`config.mk`:
```
export PLATFORM = sky130hd
export DESIGN_NAME = pipeline_run_ctrl
export DESIGN_NICKNAME = d
export VERILOG_FILES = /design/src/rtl/pipeline_run_ctrl_pkg.sv /design/src/rtl/pipeline_run_ctrl_run_ctr.sv /design/src/rtl/pipeline_run_ctrl.sv
export SDC_FILE = /design/constraint.sdc
export NUM_CORES = 1
export LEC_CHECK = 0
export ABC_AREA = 1
export CAP_MARGIN = 0
export CORE_ASPECT_RATIO = 0.8
export CORE_UTILIZATION = 40
export CTS_CLUSTER_DIAMETER = 100
export CTS_CLUSTER_SIZE = 40
export DETAILED_ROUTE_END_ITERATION = 6
export GPL_ROUTABILITY_DRIVEN = 0
export GPL_TIMING_DRIVEN = 0
export PLACE_DENSITY = 0.74
export SYNTH_ARGS = -nofsm -noshare
export SYNTH_HDL_FRONTEND = slang
export SYNTH_SLANG_ARGS = --single-unit
```
`constraint.sdc`:
```
create_clock -name clk -period 6.1 [get_ports clk]
set_clock_uncertainty 0.1 [all_clocks]
set_input_delay 0.915 -clock clk [delete_from_list [all_inputs] [get_ports clk]]
set_output_delay 0.915 -clock clk [all_outputs]
set_load 0.03 [all_outputs]
```
`src/rtl/pipeline_run_ctrl_pkg.sv`:
```
// Shared encodings for the pipeline run controller: host commands, run states,
// stop causes and the retiring opcode that signals a halt instruction.
package pipeline_run_ctrl_pkg;

    typedef enum logic [2:0] {
        OP_CLR_CNT = 3'b000,
        OP_RUN     = 3'b001,
        OP_STEP    = 3'b010,
        OP_HALT    = 3'b011,
        OP_SET_BP  = 3'b100,
        OP_CLR_BP  = 3'b101,
        OP_NOP0    = 3'b110,
        OP_NOP1    = 3'b111
    } cmdOp_e;

    typedef enum logic [1:0] {
        ST_IDLE = 2'b00,
        ST_RUN  = 2'b01,
        ST_STEP = 2'b10
    } runState_e;

    typedef enum logic [1:0] {
        SC_STEP_DONE  = 2'b00,
        SC_BREAKPOINT = 2'b01,
        SC_HALT_INSTR = 2'b10,
        SC_HOST_HALT  = 2'b11
    } stopCause_e;

    localparam logic [31:0] HALT_OPCODE = 32'hFFFF_FFFF;

endpackage

```
`src/rtl/pipeline_run_ctrl_run_ctr.sv`:
```
// Saturating up-counter with synchronous clear; counts enabled pipeline cycles.
module run_ctr #(
    parameter int W = 32
) (
    input  logic         clk,
    input  logic         reset,
    input  logic         clr,
    input  logic         en,
    output logic [W-1:0] count
);

    always_ff @(posedge clk) begin
        if (reset || clr)
            count <= '0;
        else if (en && !(&count))
            count <= count + 1'b1;
    end

endmodule

```
`src/rtl/pipeline_run_ctrl.sv`:
```
// Run/step/breakpoint controller: gates the pipeline clock enable and reports
// why the pipeline stopped.
module pipeline_run_ctrl
    import pipeline_run_ctrl_pkg::*;
(
    input  logic        clk,
    input  logic        reset,
    input  logic        cmd_valid,
    output logic        cmd_ready,
    input  logic [2:0]  cmd_op,
    input  logic [31:0] cmd_arg,
    input  logic [31:0] pc_if,
    input  logic        halt_detect,
    output logic        pipe_en,
    output logic [1:0]  state,
    output logic [31:0] cycle_count,
    output logic        done,
    output logic [1:0]  stop_cause
);

    runState_e   curState, nxtState;
    stopCause_e  causeQ, causeNxt;
    logic [31:0] stepRem, bpAddr;
    logic        bpValid, firstRun, doneQ;
    logic        cmdAcc, idleAcc, hostHalt, bpHit, stopNow, stepLast;

    assign cmdAcc   = cmd_valid & cmd_ready;
    assign idleAcc  = cmdAcc & (curState == ST_IDLE);
    assign hostHalt = cmdAcc & (cmd_op == OP_HALT) & (curState != ST_IDLE);
    assign bpHit    = bpValid & (pc_if == bpAddr);
    assign stepLast = (curState == ST_STEP) & pipe_en & (stepRem == 32'd1);

    // The first RUN cycle ignores halt/breakpoint so a resume moves off the stop point.
    always_comb begin
        stopNow = 1'b0;
        if (curState == ST_RUN)
            stopNow = hostHalt | (!firstRun & (halt_detect | bpHit));
        else if (curState == ST_STEP)
            stopNow = hostHalt;
    end

    always_comb begin
        causeNxt = SC_STEP_DONE;
        if (hostHalt)
            causeNxt = SC_HOST_HALT;
        else if (curState == ST_RUN && halt_detect)
            causeNxt = SC_HALT_INSTR;
        else if (curState == ST_RUN && bpHit)
            causeNxt = SC_BREAKPOINT;
    end

    always_ff @(posedge clk) begin
        if (reset)
            curState <= ST_IDLE;
        else
            curState <= nxtState;
    end

    always_comb begin
        nxtState = curState;
        case (curState)
            ST_IDLE: begin
                if (cmdAcc && cmd_op == OP_RUN)
                    nxtState = ST_RUN;
                else if (cmdAcc && cmd_op == OP_STEP)
                    nxtState = ST_STEP;
            end
            ST_RUN:  if (stopNow) nxtState = ST_IDLE;
            ST_STEP: if (stopNow || stepLast) nxtState = ST_IDLE;
            default: nxtState = ST_IDLE;
        endcase
    end

    always_comb begin
        cmd_ready = (curState == ST_IDLE) | (cmd_op == OP_HALT);
        pipe_en   = (curState != ST_IDLE) & !stopNow;
    end

    always_ff @(posedge clk) begin
        if (reset) begin
            stepRem  <= '0;
            bpAddr   <= '0;
            bpValid  <= 1'b0;
            firstRun <= 1'b0;
            doneQ    <= 1'b0;
            causeQ   <= SC_STEP_DONE;
        end else begin
            doneQ    <= 1'b0;
            firstRun <= idleAcc & (cmd_op == OP_RUN);
            if (curState != ST_IDLE && nxtState == ST_IDLE) begin
                doneQ  <= 1'b1;
                causeQ <= causeNxt;
            end
            if (idleAcc) begin
                case (cmd_op)
                    OP_STEP:   stepRem <= (cmd_arg == '0) ? 32'd1 : cmd_arg;
                    OP_SET_BP: begin
                        bpAddr  <= cmd_arg;
                        bpValid <= 1'b1;
                    end
                    OP_CLR_BP: bpValid <= 1'b0;
                    default: ;
                endcase
            end else if (curState == ST_STEP && pipe_en) begin
                stepRem <= stepRem - 32'd1;
            end
        end
    end

    run_ctr #(.W(32)) uCtr (
        .clk   (clk),
        .reset (reset),
        .clr   (idleAcc && cmd_op == OP_CLR_CNT),
        .en    (pipe_en),
        .count (cycle_count)
    );

    assign state      = curState;
    assign done       = doneQ;
    assign stop_cause = causeQ;

endmodule
```
# Word level (Yosys, flattened, before mapping)
# Index checks and enable logic that the tools add are counted.
# word_totals
register_bits	103
output_inout_bits	39
input_bits	71
# classes
n_reduce_logical	24
mux	16
n_addsub	2
eq_ne	10
bitwise_logic	13
# ops
cell	n
two-way mux 32 bit	4
adder 32 x 1 -> 32 bit, second input constant	1
equality test 32 x 1 -> 1 bit, second input constant	1
equality test 32 bit	1
logical NOT 32 bit	1
AND reduction 32 bit	1
subtractor 32 x 1 -> 32 bit, second input constant	1
two-way mux 2 bit	6
bitwise AND 1 bit	10
logical AND 1 bit	8
equality test 3 x 2 -> 1 bit, second input constant	2
equality test 3 bit, second input constant	2
case mux 2 bit (3 select lines)	1
AND reduction 2 bit	3
nonzero test 2 bit	3
logical NOT 2 bit	2
two-way mux 1 bit	4
equality test 3 x 1 -> 1 bit, second input constant	1
logical NOT 1 bit	3
logical NOT 3 bit	1
OR 1 bit	3
equality test 2 x 1 -> 1 bit, second input constant	1
equality test 2 bit, second input constant	1
logical OR 1 bit	2
2 further kinds	2

# Depth between registers and ports, before layout
# depth
word_depth	17
mapped_depth	17

# By module
# Synthesis repeated with hierarchy kept, for this count alone.
# unflattened
cells_unflattened	1010
hier_area_um2	6297.3
# modules_own_cells
module	area_each_um2	n_inst	cells_each
pipeline_run_ctrl	4267.8	1	663
run_ctr	2029.4	1	347

# Worst setup path after synthesis
# OpenSTA, ideal clock, no wires.
# synth_timing
kind	input -> output
start	input port pc_if[31]
end	output port pipe_en
stages	13
path_slack_ps	3134
n_path_buf	1
t_arrival_ps	1951
path_cell_list	inv_1 nor2_1 nor2_1 nand2_1 nor2_1 nand2_1 nor2_1 nand3_1 nand2_1 nand2_1 nand2_1 nand2_1 buf_2
# synth_via
elab_chain_len	8
# synth_rtl
item	line_no	text
from (decl)	pipeline_run_ctrl.sv:12	input logic [31:0] pc_if,
equality test 32 bit	pipeline_run_ctrl.sv:30	assign bpHit = bpValid & (pc_if == bpAddr);
bitwise AND 1 bit	pipeline_run_ctrl.sv:30	
OR 1 bit	pipeline_run_ctrl.sv:37	stopNow = hostHalt | (!firstRun & (halt_detect | bpHit));
bitwise AND 1 bit	pipeline_run_ctrl.sv:37	
OR 1 bit	pipeline_run_ctrl.sv:37	
two-way mux 1 bit	pipeline_run_ctrl.sv:36	if (curState == ST_RUN)
logical NOT 1 bit	pipeline_run_ctrl.sv:76	pipe_en = (curState != ST_IDLE) & !stopNow;
bitwise AND 1 bit	pipeline_run_ctrl.sv:76	
to (decl)	pipeline_run_ctrl.sv:14	output logic pipe_en,
# Every way passes these cells.

# Final worst setup path
# layout_timing
start	input port pc_if[23]
end	output port pipe_en
# Same word-level chain as after synthesis.

==> metrics.md <==
| Metric | Value |
|---|---|
| Status | `complete, no violations` |
| Initial antenna violation count | `0` |
| DR vias | `roughly 6900` |
| Top cells by area, synth | `dfxtp_1 33%, nand2_1 12%, nor2_1 7.5%, a21oi_1 7.3%, inv_1 6.5%` |
| Crit share post-route | `between 70% and 80%` |
| Vias/cell | `around 5.3` |
| Number of max-slew violations in the final report | `0` |
| CP Max Fanout | `10` |
| DPL Wire Length | `between 15000 and 20000 microns` |
| Area of the multi-input gates | `3550 sq um` |
| Pre-CTS setup slack | `1.69 ns` |
| Post-synth cell types | `37` |
| Register Area | `2060 sq um` |
| Setup WS post-layout | `about 1.7 ns` |
| Pwr dens | `211 nW/um^2` |
| Root buffer cell | `clkbuf_16` |
| Vias in the first global route | `6162` |
| Logic pwr share | `22.2%` |
| Clock-pin slew on the worst setup and hold paths | `roughly 0.070 ns` |
| Syn avg cell area | `about 6.4 sq um` |
| Cells after Synth | `roughly 970` |
| Cts bufs inserted | `9` |
| CTS Sinks | `about 100` |
| GRT Resource Usage Total | `between 20% and 30%` |
| Post-synth top area share | `33.1%` |
| Grt ovf | `0` |
| Post-CTS Setup Bufs | `0` |
| Slew @ Worst Pin | `just under 0.6 ns` |
| Switching Fraction | `a little under a third` |
| # hold bufs at CTS | `0` |
| CP bufs+invs | `5` |
| Syn Nets | `between 1000 and 1500` |
| P_sw | `approximately 0.53 mW` |
| CP max-delay cell | `clkdlybuf4s50_1` |
| RSZ-0062 raised after global routing | `no` |
| Startpoint types | `input pin` |
| Final TNS setup | `0 ns` |
| Ys Warns | `0` |
| Layout cell share with drive strength beyond 1 | `around 5.3%` |
| Register area share after synthesis | `about a third` |
| Worst Path Arrival | `about 3.4 ns` |
| Hold crit path type | `register to register` |
| Final setup fails | `0` |
| Cell breakdown of the critical path | `clkdlybuf4s50_1 -> inv_1 -> nand2_1 -> nand2_1 -> inv_1 -> nand2_1 -> nor2_1 -> nand2_1 -> nor2_1 -> nand3_1 -> nand2_1 -> nand2_1 -> nand2_1 -> nand2_1 -> buf_2 -> clkdlybuf4s50_1` |
| Hold Path Depth | `2` |
| Final count of hold timing violations | `0` |
| R2R setup slack | `about 3.4 ns` |
| Die Height | `~110 microns` |
| DRT iter0 DRCs | `751` |
| Largest net degree at the start of global routing | `20` |
| Starting density of the core | `about two fifths` |
| F_max | `approximately 230 MHz` |
| Worst slew margin | `around 61%` |
| # rows | `40` |
| Drt pass-1 iters | `6` |
| Internal power | `between 1 and 1.5 mW` |
| Residual DRC count | `0` |
| Sequential share of power | `a little over two fifths` |
| Worst path required time | `a little over 5 ns` |
| Clock network power share | `a little over a third` |
| I/O pin cnt | `110` |
| Worst hold slack | `0.367 ns` |
| Post-synth top area cell | `dfxtp_1` |
| WP depth | `16` |
| Antenna Nets Post-Route | `0` |
| Leakage | `about 3.2 nW` |
| Crit path kind | `input pin to primary output` |
| Post-CTS sizing | `0` |
| Post-Route WL | `just under 20000 microns` |
| Die area | `between 15000 and 20000 sq um` |
| First-pass GRT wire length | `31700 microns` |
| Register-to-Register Path Depth | `10` |
| Final Total Pwr | `around 1.7 mW` |
| DIE WIDTH | `roughly 140 microns` |
| Worst setup EP type | `primary output` |
| Max Cap Viol | `0` |
| Cell family with most CP delay | `buffers and inverters` |
| CP peak stage delay | `0.61 ns` |
| Antenna diodes | `0` |
| Clock Path Buffers | `2` |
| Synth Cell Area | `a little over 6000 sq um` |
| Area Overhead vs Synth | `26.5%` |
| Core footprint | `approximately 15000 sq um` |
| Critical Path Most Common Cell | `nand2_1` |
| #FFs+latches synth | `about 100` |
| Fillers | `1532` |
| Fin nets | `1159` |
| H-tree levels | `3` |
| Port Buf Inserts | `approximately 110` |
| Clock Latency Late Sink | `around 0.35 ns` |
| CTS tree | `built` |
| Wire per inst | `roughly 15 microns` |
| VDD IR max | `between 0.15 and 0.2 mV` |
| Crit path time final | `around 4.4 ns` |
-- power groups by stage --
stage	clock, mW	sequential, mW	combinational [mW]
after floorplan	0	0.729	0.229
after global routing	0.621	0.718	0.405
after global placement	0	0.729	0.352
after CTS	0.590	0.714	0.360
final	0.579	0.715	0.369
after detailed placement	0	0.730	0.357
-- final timing paths --
check / start / endpoint
hold / removal: bpAddr[23] / bpAddr[23]
setup / recovery: pc_if[23] / pipe_en
hold reg to reg: bpAddr[23] / bpAddr[23]
setup reg to reg: stepRem[0] / stepRem[26]
-- placed cells by master, fill, tap and decap left out, types with 21 or more instances in the layout --
cell	Yosys	layout
nand2_1	204	204
nor2_1	124	124
clkdlybuf4s50_1	0	109
inv_1	108	108
dfxtp_1	103	103
a21oi_1	91	91
o21ai_0	69	69
nand3_1	67	67
xor2_1	33	33
clkbuf_1	21	21
nor3_1	21	21
-- synth_stat cells, drive strengths merged --
cell type	number
o41ai	1
o22ai	5
clkbuf	21
ha	3
dfxtp	103
or2	1
nand3b	3
nor2	135
and2	1
o31ai	2
a21oi	92
o21ai	69
a31oi	6
buf	19
nor4	16
nand4	15
a221oi	7
inv	112
xor2	33
nand2	207
a211oi	1
xnor2	19
nor3	22
nand3	70
o211ai	2
-- layer usage --
metal  up-vias  track usage, %  routed length [microns]
met3        52            7.51                     1990
met4         0            8.60                      577
met1      3043            35.0                     9170
li1       3405               -                        -
met2       350            36.5                     8060
met5         -               0                        0
-- per-stage QoR --
step | cells | instance area [sq um] | utilization, %
4_1_cts | 1300 | 7870 | 52.1
5_1_grt | 1300 | 7870 | 52.1
3_5_place_dp | 1284 | 7580 | 50.1
3_3_place_gp | 1284 | 7580 | 50.1
6_report | 1300 | 7870 | 52.1
2_1_floorplan | 965 | 6220 | -
-- state kept, by name (all words and copies together) (netlist names) --
name / count
stop_cause: 2
stepRem: 32
firstRun: 1
bpAddr: 32
state: 2
uCtr.count: 32
done: 1
bpValid: 1
-- cell families after synthesis --
kind of cell / synth area share [%]
adders and majority gates: 0.603
DFF: 33.1
AOI/OAI and AO/OA: 15.8
and+or+nand+nor: 33.2
buffers and inverters: 9.85
xor gates and xnor gates: 7.32
-- worst min-delay path, delay by kind of cell (launching register included) --
kind	cells	cell delay (ns)
buffers and inverters	1	0.06
DFF	1	0.31
AOI/OAI and AO/OA	1	0.05
-- layout make-up --
type | instances | share of cell area (%)
Buffer | 40 | 2.45
Clock buffer | 10 | 3.04
Clock inverter | 6 | 0.731
Inverter | 112 | 5.34
Multi-Input combinational cell | 710 | 45.1
Sequential cell | 103 | 26.2
Tap cell | 210 | 3.34
Timing Repair Buffer | 109 | 13.9
(Power assumes the default switching activity.)
